[config.mk]
export PLATFORM = sky130hd
export DESIGN_NAME = pll_reconfig_seq
export DESIGN_NICKNAME = d
export VERILOG_FILES = /design/src/rtl/pll_reconfig_seq.sv
export SDC_FILE = /design/constraint.sdc
export NUM_CORES = 1
export LEC_CHECK = 0
export BUFFER_PORTS_ARGS = -buffer_cell sky130_fd_sc_hd__buf_2
export CAP_MARGIN = 20
export CORE_UTILIZATION = 57
export DETAILED_ROUTE_END_ITERATION = 8
export PLACE_DENSITY = 0.95
export SETUP_SLACK_MARGIN = 0.15
export SLEW_MARGIN = 10
export SYNTH_ARGS = -nofsm -noshare
export SYNTH_HDL_FRONTEND = slang
export SYNTH_SLANG_ARGS = --single-unit
export TNS_END_PERCENT = 30
[constraint.sdc]
create_clock -name clk -period 9.2 [get_ports clk]
set_clock_uncertainty 0.05 [all_clocks]
set_input_delay 1.84 -clock clk [delete_from_list [all_inputs] [get_ports clk]]
set_output_delay 1.84 -clock clk [all_outputs]
set_load 0.005 [all_outputs]
[src/rtl/pll_reconfig_seq.sv]
// rtl/pll_reconfig_seq.sv - PLL run-time reconfiguration sequencer over the Avalon-MM mgmt port
`timescale 1ns/1ps
module pll_reconfig_seq #(
    parameter int LOCK_TIMEOUT = 1048575,
    parameter int POLL_LIMIT   = 4095
) (
    input  logic        clk,
    input  logic        rst,
    input  logic        req,
    input  logic [17:0] cfg_n,
    input  logic [17:0] cfg_m,
    input  logic [17:0] cfg_c0,
    input  logic [31:0] cfg_k,
    input  logic        cfg_k_en,
    output logic        busy,
    output logic        done,
    output logic        error,
    output logic [5:0]  mgmt_address,
    output logic        mgmt_write,
    output logic        mgmt_read,
    output logic [31:0] mgmt_writedata,
    input  logic [31:0] mgmt_readdata,
    input  logic        mgmt_waitrequest,
    input  logic        pll_locked
);

    localparam logic [20:0] LOCK_LIM = 21'(LOCK_TIMEOUT);
    localparam logic [12:0] POLL_LIM = 13'(POLL_LIMIT);

    typedef enum logic [3:0] {
        IDLE, WR_MODE, WR_N, WR_M, WR_C, WR_K, WR_START, POLL, WAIT_LOCK, DONE, FAIL
    } state_t;

    state_t      state_q, state_d, wr_next;
    logic        gap_q, gap_d;
    logic        is_wr;
    logic [11:0] poll_cnt_q, poll_cnt_d;
    logic [19:0] lock_cnt_q, lock_cnt_d;
    logic        error_q, error_d;
    logic        load_cfg;
    logic [17:0] n_q, m_q, c0_q;
    logic [31:0] k_q;
    logic        k_en_q;
    logic [1:0]  lock_sync_q;
    logic        unused_rdata;

    // Only the completion bit of the status register is meaningful
    assign unused_rdata = ^mgmt_readdata[31:1];

    assign busy  = (state_q != IDLE);
    assign done  = (state_q == DONE);
    assign error = error_q;

    // FSM state, transfer phase, counters and sticky error
    always_ff @(posedge clk or posedge rst) begin
        if (rst) begin
            state_q    <= IDLE;
            gap_q      <= 1'b0;
            poll_cnt_q <= '0;
            lock_cnt_q <= '0;
            error_q    <= 1'b0;
        end else begin
            state_q    <= state_d;
            gap_q      <= gap_d;
            poll_cnt_q <= poll_cnt_d;
            lock_cnt_q <= lock_cnt_d;
            error_q    <= error_d;
        end
    end

    // Counter set captured at acceptance so the inputs may change mid-sequence
    always_ff @(posedge clk or posedge rst) begin
        if (rst) begin
            n_q    <= '0;
            m_q    <= '0;
            c0_q   <= '0;
            k_q    <= '0;
            k_en_q <= 1'b0;
        end else if (load_cfg) begin
            n_q    <= cfg_n;
            m_q    <= cfg_m;
            c0_q   <= cfg_c0;
            k_q    <= cfg_k;
            k_en_q <= cfg_k_en;
        end
    end

    // Two-flop synchroniser for the asynchronous lock indicator
    always_ff @(posedge clk or posedge rst) begin
        if (rst) begin
            lock_sync_q <= 2'b00;
        end else begin
            lock_sync_q <= {lock_sync_q[0], pll_locked};
        end
    end

    // Next state and bus outputs; gap_q marks the idle cycle after each completed transfer
    always_comb begin
        state_d        = state_q;
        gap_d          = gap_q;
        poll_cnt_d     = poll_cnt_q;
        lock_cnt_d     = lock_cnt_q;
        error_d        = error_q;
        load_cfg       = 1'b0;
        is_wr          = 1'b0;
        wr_next        = IDLE;
        mgmt_address   = 6'd0;
        mgmt_writedata = 32'd0;
        mgmt_write     = 1'b0;
        mgmt_read      = 1'b0;

        unique case (state_q)
            IDLE: begin
                if (req) begin
                    load_cfg = 1'b1;
                    error_d  = 1'b0;
                    gap_d    = 1'b0;
                    state_d  = WR_MODE;
                end
            end
            WR_MODE: begin
                is_wr = 1'b1; wr_next = WR_N;
                mgmt_address = 6'd0; mgmt_writedata = 32'd1;
            end
            WR_N: begin
                is_wr = 1'b1; wr_next = WR_M;
                mgmt_address = 6'd3; mgmt_writedata = {14'b0, n_q};
            end
            WR_M: begin
                is_wr = 1'b1; wr_next = WR_C;
                mgmt_address = 6'd4; mgmt_writedata = {14'b0, m_q};
            end
            WR_C: begin
                is_wr = 1'b1; wr_next = k_en_q ? WR_K : WR_START;
                mgmt_address = 6'd5; mgmt_writedata = {9'b0, 5'd0, c0_q};
            end
            WR_K: begin
                is_wr = 1'b1; wr_next = WR_START;
                mgmt_address = 6'd7; mgmt_writedata = k_q;
            end
            WR_START: begin
                is_wr = 1'b1; wr_next = POLL;
                mgmt_address = 6'd2; mgmt_writedata = 32'd0;
            end
            POLL: begin
                mgmt_address = 6'd1;
                if (gap_q) begin
                    gap_d = 1'b0;
                end else begin
                    mgmt_read = 1'b1;
                    if (!mgmt_waitrequest) begin
                        if (mgmt_readdata[0]) begin
                            state_d    = WAIT_LOCK;
                            lock_cnt_d = '0;
                        end else begin
                            poll_cnt_d = poll_cnt_q + 12'd1;
                            if ({1'b0, poll_cnt_q} + 13'd1 >= POLL_LIM) begin
                                state_d = FAIL;
                                error_d = 1'b1;
                            end else begin
                                gap_d = 1'b1;
                            end
                        end
                    end
                end
            end
            WAIT_LOCK: begin
                if (lock_sync_q[1]) begin
                    state_d = DONE;
                end else begin
                    lock_cnt_d = lock_cnt_q + 20'd1;
                    if ({1'b0, lock_cnt_q} + 21'd1 >= LOCK_LIM) begin
                        state_d = FAIL;
                        error_d = 1'b1;
                    end
                end
            end
            DONE:    state_d = IDLE;
            FAIL:    state_d = IDLE;
            default: state_d = IDLE;
        endcase

        if (is_wr) begin
            if (gap_q) begin
                gap_d   = 1'b0;
                state_d = wr_next;
                if (wr_next == POLL) begin
                    poll_cnt_d = '0;
                end
            end else begin
                mgmt_write = 1'b1;
                if (!mgmt_waitrequest) begin
                    gap_d = 1'b1;
                end
            end
        end
    end

endmodule

# [Word level (Yosys, flattened, before mapping)]
# Index checks and enable logic that the tools add are counted.
[op_classes] addsub=4 order_cmp=2 n_eq_ne=18 muxes=49 reduce_logical=7
[op_table] cell="32-bit one-hot mux with 5 select lines" n=1
[op_table] cell="12-bit two-way mux" n=7
[op_table] cell="20-bit two-way mux" n=4
[op_table] cell="20-bit one-hot mux with 2 select lines" n=1
[op_table] cell="4-bit two-way mux" n=9
[op_table] cell="3-bit one-hot mux with 6 select lines" n=2
[op_table] cell="20-bit by 1-bit adder with 21-bit output, second input constant" n=1
[op_table] cell="21-bit by 20-bit >= comparator with 1-bit output, second input constant" n=1
[op_table] cell="1-bit two-way mux" n=21
[op_table] cell="20-bit by 1-bit adder with 20-bit output, second input constant" n=1
[op_table] cell="4-bit by 3-bit == test with 1-bit output, second input constant" n=5
[op_table] cell="2-bit != test, second input constant" n=8
[op_table] cell="4-bit one-hot mux with 4 select lines" n=1
[op_table] cell="12-bit by 1-bit adder with 13-bit output, second input constant" n=1
[op_table] cell="13-bit by 12-bit >= comparator with 1-bit output, second input constant" n=1
[op_table] cell="12-bit by 1-bit adder with 12-bit output, second input constant" n=1
[op_table] cell="4-bit by 2-bit == test with 1-bit output, second input constant" n=2
[op_table] cell="4-bit == test, second input constant" n=2
[op_table] cell="8-bit AND reduction" n=1
[op_table] cell="6-bit OR reduction" n=1
[op_table] cell="5-bit AND reduction" n=1
[op_table] cell="4-bit by 1-bit == test with 1-bit output, second input constant" n=1
[op_table] cell="4-bit zero test" n=1
[op_table] cell="4-bit nonzero test" n=1
[op_table] cell="5 further kinds" n=5
[word_totals] regBits=127 output_inout_bits=43 word_cells=91

# [Logic depth before layout (Yosys ltp)]
[logic_depth] depth_word=10 depth_mapped=9 depth_no_buf=8

# [Worst setup path after synthesis]
# Ideal clock, no wire load.
[synth_path] kind="register to output" start="reg state_q[0]" end="out mgmt_writedata[12]" t_arrival_ps=1718 required_ps=7310 slack_ps=5592 stages_incl_launch_ff=7 n_path_buf=3 path_cell_list="dfrtp_1 > buf_2 > buf_2 > nand2_1 > nor3_1 > clkbuf_1 > a221o_1"
[synth_between] elab_chain_cells=2
[synth_lines] item="start: declaration" line_no="34" text="state_t state_q, state_d, wr_next;"
[synth_lines] item="start signal: assignment" line_no="63" text="state_q <= state_d;"
[synth_lines] item="4-bit by 3-bit == test with 1-bit output, or another cell as far along" line_no="112" text="unique case (state_q)"
[synth_lines] item="32-bit one-hot mux with 5 select lines (*)" line_no="112"
[synth_lines] item="end: declaration" line_no="21" text="output logic [31:0] mgmt_writedata,"
# Every way passes the cells marked *; elsewhere a longest branch is shown, timed or not.

# [Worst setup path in the final report]
[layout_path] start="reg state_q[2]" end="out mgmt_writedata[16]"
# Same word-level chain as after synthesis.

==> flow_summary_export.csv <==
group,metric,value,unit
floorplan,coreArea,0.0109,mm^2
sta,worst_pin_slew,1100,ps
clocking,h-tree-depth,4,
sta,relSlewSlack,26.7,%
placed_design,place.gp.congestion,0.935,
drt,ant_nets,0,
drt,routed_wl,22000,um
worst_hold_path,hold_path_class,"register to register",
sta,period_share,54.8,%
drt,wl_per_cell,26.2,um
logic_synthesis,yosysTopAreaCellShare,49.6,%
sta,setup_tns,0,ps
layout,fill_cells,582,
clocking,insertion_delay,540,ps
power,p_leak,3.55,nW
worst_setup_path,critPathMaxFanout,21,
status,status,"completed",
drt,dr.pass1.iters,7,
clocking,cts.sinks,127,
drt,via_count,6052,
power,swShare,38.2,%
floorplan,boundaryPins,167,
sta,hold_viol,0,
layout,fin_nets,813,
logic_synthesis,synth_cell_types,64,
floorplan,num_rows,38,
layout,fin_area,0.00770,mm^2
drt,drc,0,
global_route,antenna_found_initial,2,
global_route,grt_remaining_overflow,0,
sta,clock.fmax,199,MHz
clocking,ctsRootBufferMaster,"clkbuf_8",
worst_setup_path,end_kind,"output port",
job,cap_violations,0,
layout,syn2layout_area_growth,20.2,%
logic_synthesis,ys_ff_latch,127,
worst_setup_path,crit_slowest_cell,"dfrtp_1",
global_route,globalRouteMet1Util,42.9,%
worst_setup_path,cp_cell_sequence,"nand2b_1 -> nor2b_2 -> buf_4 -> a22o_1 -> a221o_1 -> buf_2",
worst_setup_path,cp-start-kind,"register",
global_route,use_met2,59.0,%
logic_synthesis,synth_top_cells_by_area,"dfrtp_1 50%, mux2_2 15%, o21ai_0 3.3%",
logic_synthesis,synth_flop_cell,"dfrtp_1",
worst_setup_path,crit_path_max_incr_delay,870,ps
layout,seq_area,0.00318,mm^2
clocking,cts_buffer_depth,2,
logic_synthesis,synth-async-reset-ratio,100,%
global_route,grt_pass1_vias,5735,
logic_synthesis,yosys.area.top_type,"dfrtp_1",
sta,maxSlewViolCount,0,
clocking,clk_pin_slew,60,ps
floorplan,chipWidth,108,um
clocking,cts_hold_buf,0,
power,p_int,1.58,mW
floorplan,dieHeight,108,um
layout,multi_input_area,0.00300,mm^2
power,seqPwrFrac,42.6,%
logic_synthesis,netlist_area,0.00640,mm^2
clocking,cts_buffers,17,
worst_setup_path,r2r_setup_slack,6180,ps
logic_synthesis,ys_seq_area_share,49.6,%
layout,drive_above_1_share,40.3,%
worst_setup_path,required,7310,ps
power,vdd_ir_drop_max,0.000229,V
global_route,busiest_layer,"met2",
global_route,track_usage,35.7,%
clocking,cts_resized,0,
floorplan,die_area,0.0117,mm^2
global_route,grt_pass1_wl,31200,um
layout,mostFrequentLayoutCells,"132 x buf_2, 127 x dfrtp_1, 87 x mux2_2",
power,netSwitchingPower,0.975,mW
logic_synthesis,yosysWarnings,0,
drt,avgViaCountPerCell,7.21,
global_route,grt_max_degree,85,
clocking,postCtsSetupBuffers,0,
logic_synthesis,syn-mean-instance-area,11.3,um^2
sta,final.min_clock_period,5040,ps
logic_synthesis,synthesis.instances,565,
floorplan,initial_utilization,58.8,%
placed_design,place_area,0.00709,mm^2
power,pwr-share-comb,31.7,%
sta,setup-violations-final,0,
placed_design,dp_hpwl,10700,um
clocking,tritoncts,"yes",
sta,rsz0062_at_grt,"no",
placed_design,portBuffers,132,
power,powerDensity,332,mW/mm^2
worst_setup_path,arrival,3150,ps
logic_synthesis,synth-edff-count,0,
power,p_clk_share,25.7,%
worst_setup_path,crit_type,"register to output port",
layout,final_common_cell,"buf_2",
drt,drtIter0Drc,726,
global_route,use_met3,9.28,%
[synthesized netlist by cell type, drive strengths merged, types with 5 or more instances]
| cell type | count |
|---|---|
| nor2 | 38 |
| nand2 | 27 |
| xnor2 | 5 |
| dfrtp | 127 |
| nor4 | 7 |
| a21oi | 11 |
| nand3 | 21 |
| clkbuf | 22 |
| inv | 6 |
| and2 | 18 |
| nand4 | 10 |
| and3 | 5 |
| o31ai | 5 |
| a22o | 18 |
| a31oi | 9 |
| nor3 | 9 |
| xor2 | 7 |
| mux2 | 87 |
| nor2b | 7 |
| o21ai | 43 |
| a221o | 18 |
| buf | 20 |
[metrics by stage]
stage          instances  worst slack [ps]  power (mW)  hold slack (ps)  util (%)
6_report             839              4160        2.55              327      70.7
5_1_grt              839              4110        2.62              334      70.7
4_1_cts              835              4350        2.45              323      70.3
3_5_place_dp         803              4980        1.75              293      65.1
3_3_place_gp         803              5070        1.67              306      65.1
2_1_floorplan        567              3930        1.49              281         -
[path summary, 6_finish.rpt]
kind	startpoint	to	cells after the start
max reg2reg	state_q[2]	lock_cnt_q[18]	8
max	state_q[2]	mgmt_writedata[16]	6
min in group asynchronous	rst	poll_cnt_q[6]	2
max in group asynchronous	rst	k_q[10]	4
min reg2reg	lock_sync_q[0]	lock_sync_q[1]	0
min	lock_sync_q[0]	lock_sync_q[1]	0
[metal layers]
layer,part of all wire (%),up-vias
li1,-,2330
met1,33,2864
met2,47,656
met3,11,200
met4,8.4,2
met5,0.050,-
[cell type report]
class / instances / share of cell area [%]
antenna: 1 / 0.0325
clock buffer: 21 / 5.96
clock inverter: 11 / 1.36
inverter: 6 / 0.325
multi-input combinational: 392 / 39.0
sequential: 127 / 41.3
tap: 140 / 2.27
timing repair buffer: 141 / 9.77
[power by group through the flow]
stage	Combinational [mW]	Clock [mW]	Sequential [mW]
finish	0.809	0.656	1.09
floorplan	0.564	0	0.927
CTS	0.755	0.642	1.06
global route	0.846	0.674	1.10
detailed placement	0.713	0	1.03
global placement	0.667	0	1.00
[cells by family after synthesis]
group,synth area share [%]
fa+ha+maj,0.781
compound gates,13.8
other cells,0.0585
mux,15.5
xor+xnor,1.64
flops,49.6
buf+inv,4.06
simple gates,14.6
[state kept, by name, indices dropped and copies added, names as in the netlist]
register / cells
error: 1
n_q: 18
lock_cnt_q: 20
k_q: 32
gap_q: 1
k_en_q: 1
c0_q: 18
m_q: 18
state_q: 4
lock_sync_q: 2
poll_cnt_q: 12
[critical path, delay by kind of cell, from the launching register on]
family / cells / cell delay (ps)
flip-flops: 1 / 870
buffers and inverters: 2 / 510
AO/OA/AOI/OAI: 2 / 350
AND/OR/NAND/NOR: 2 / 870
Power figures use the tool's default switching activity.
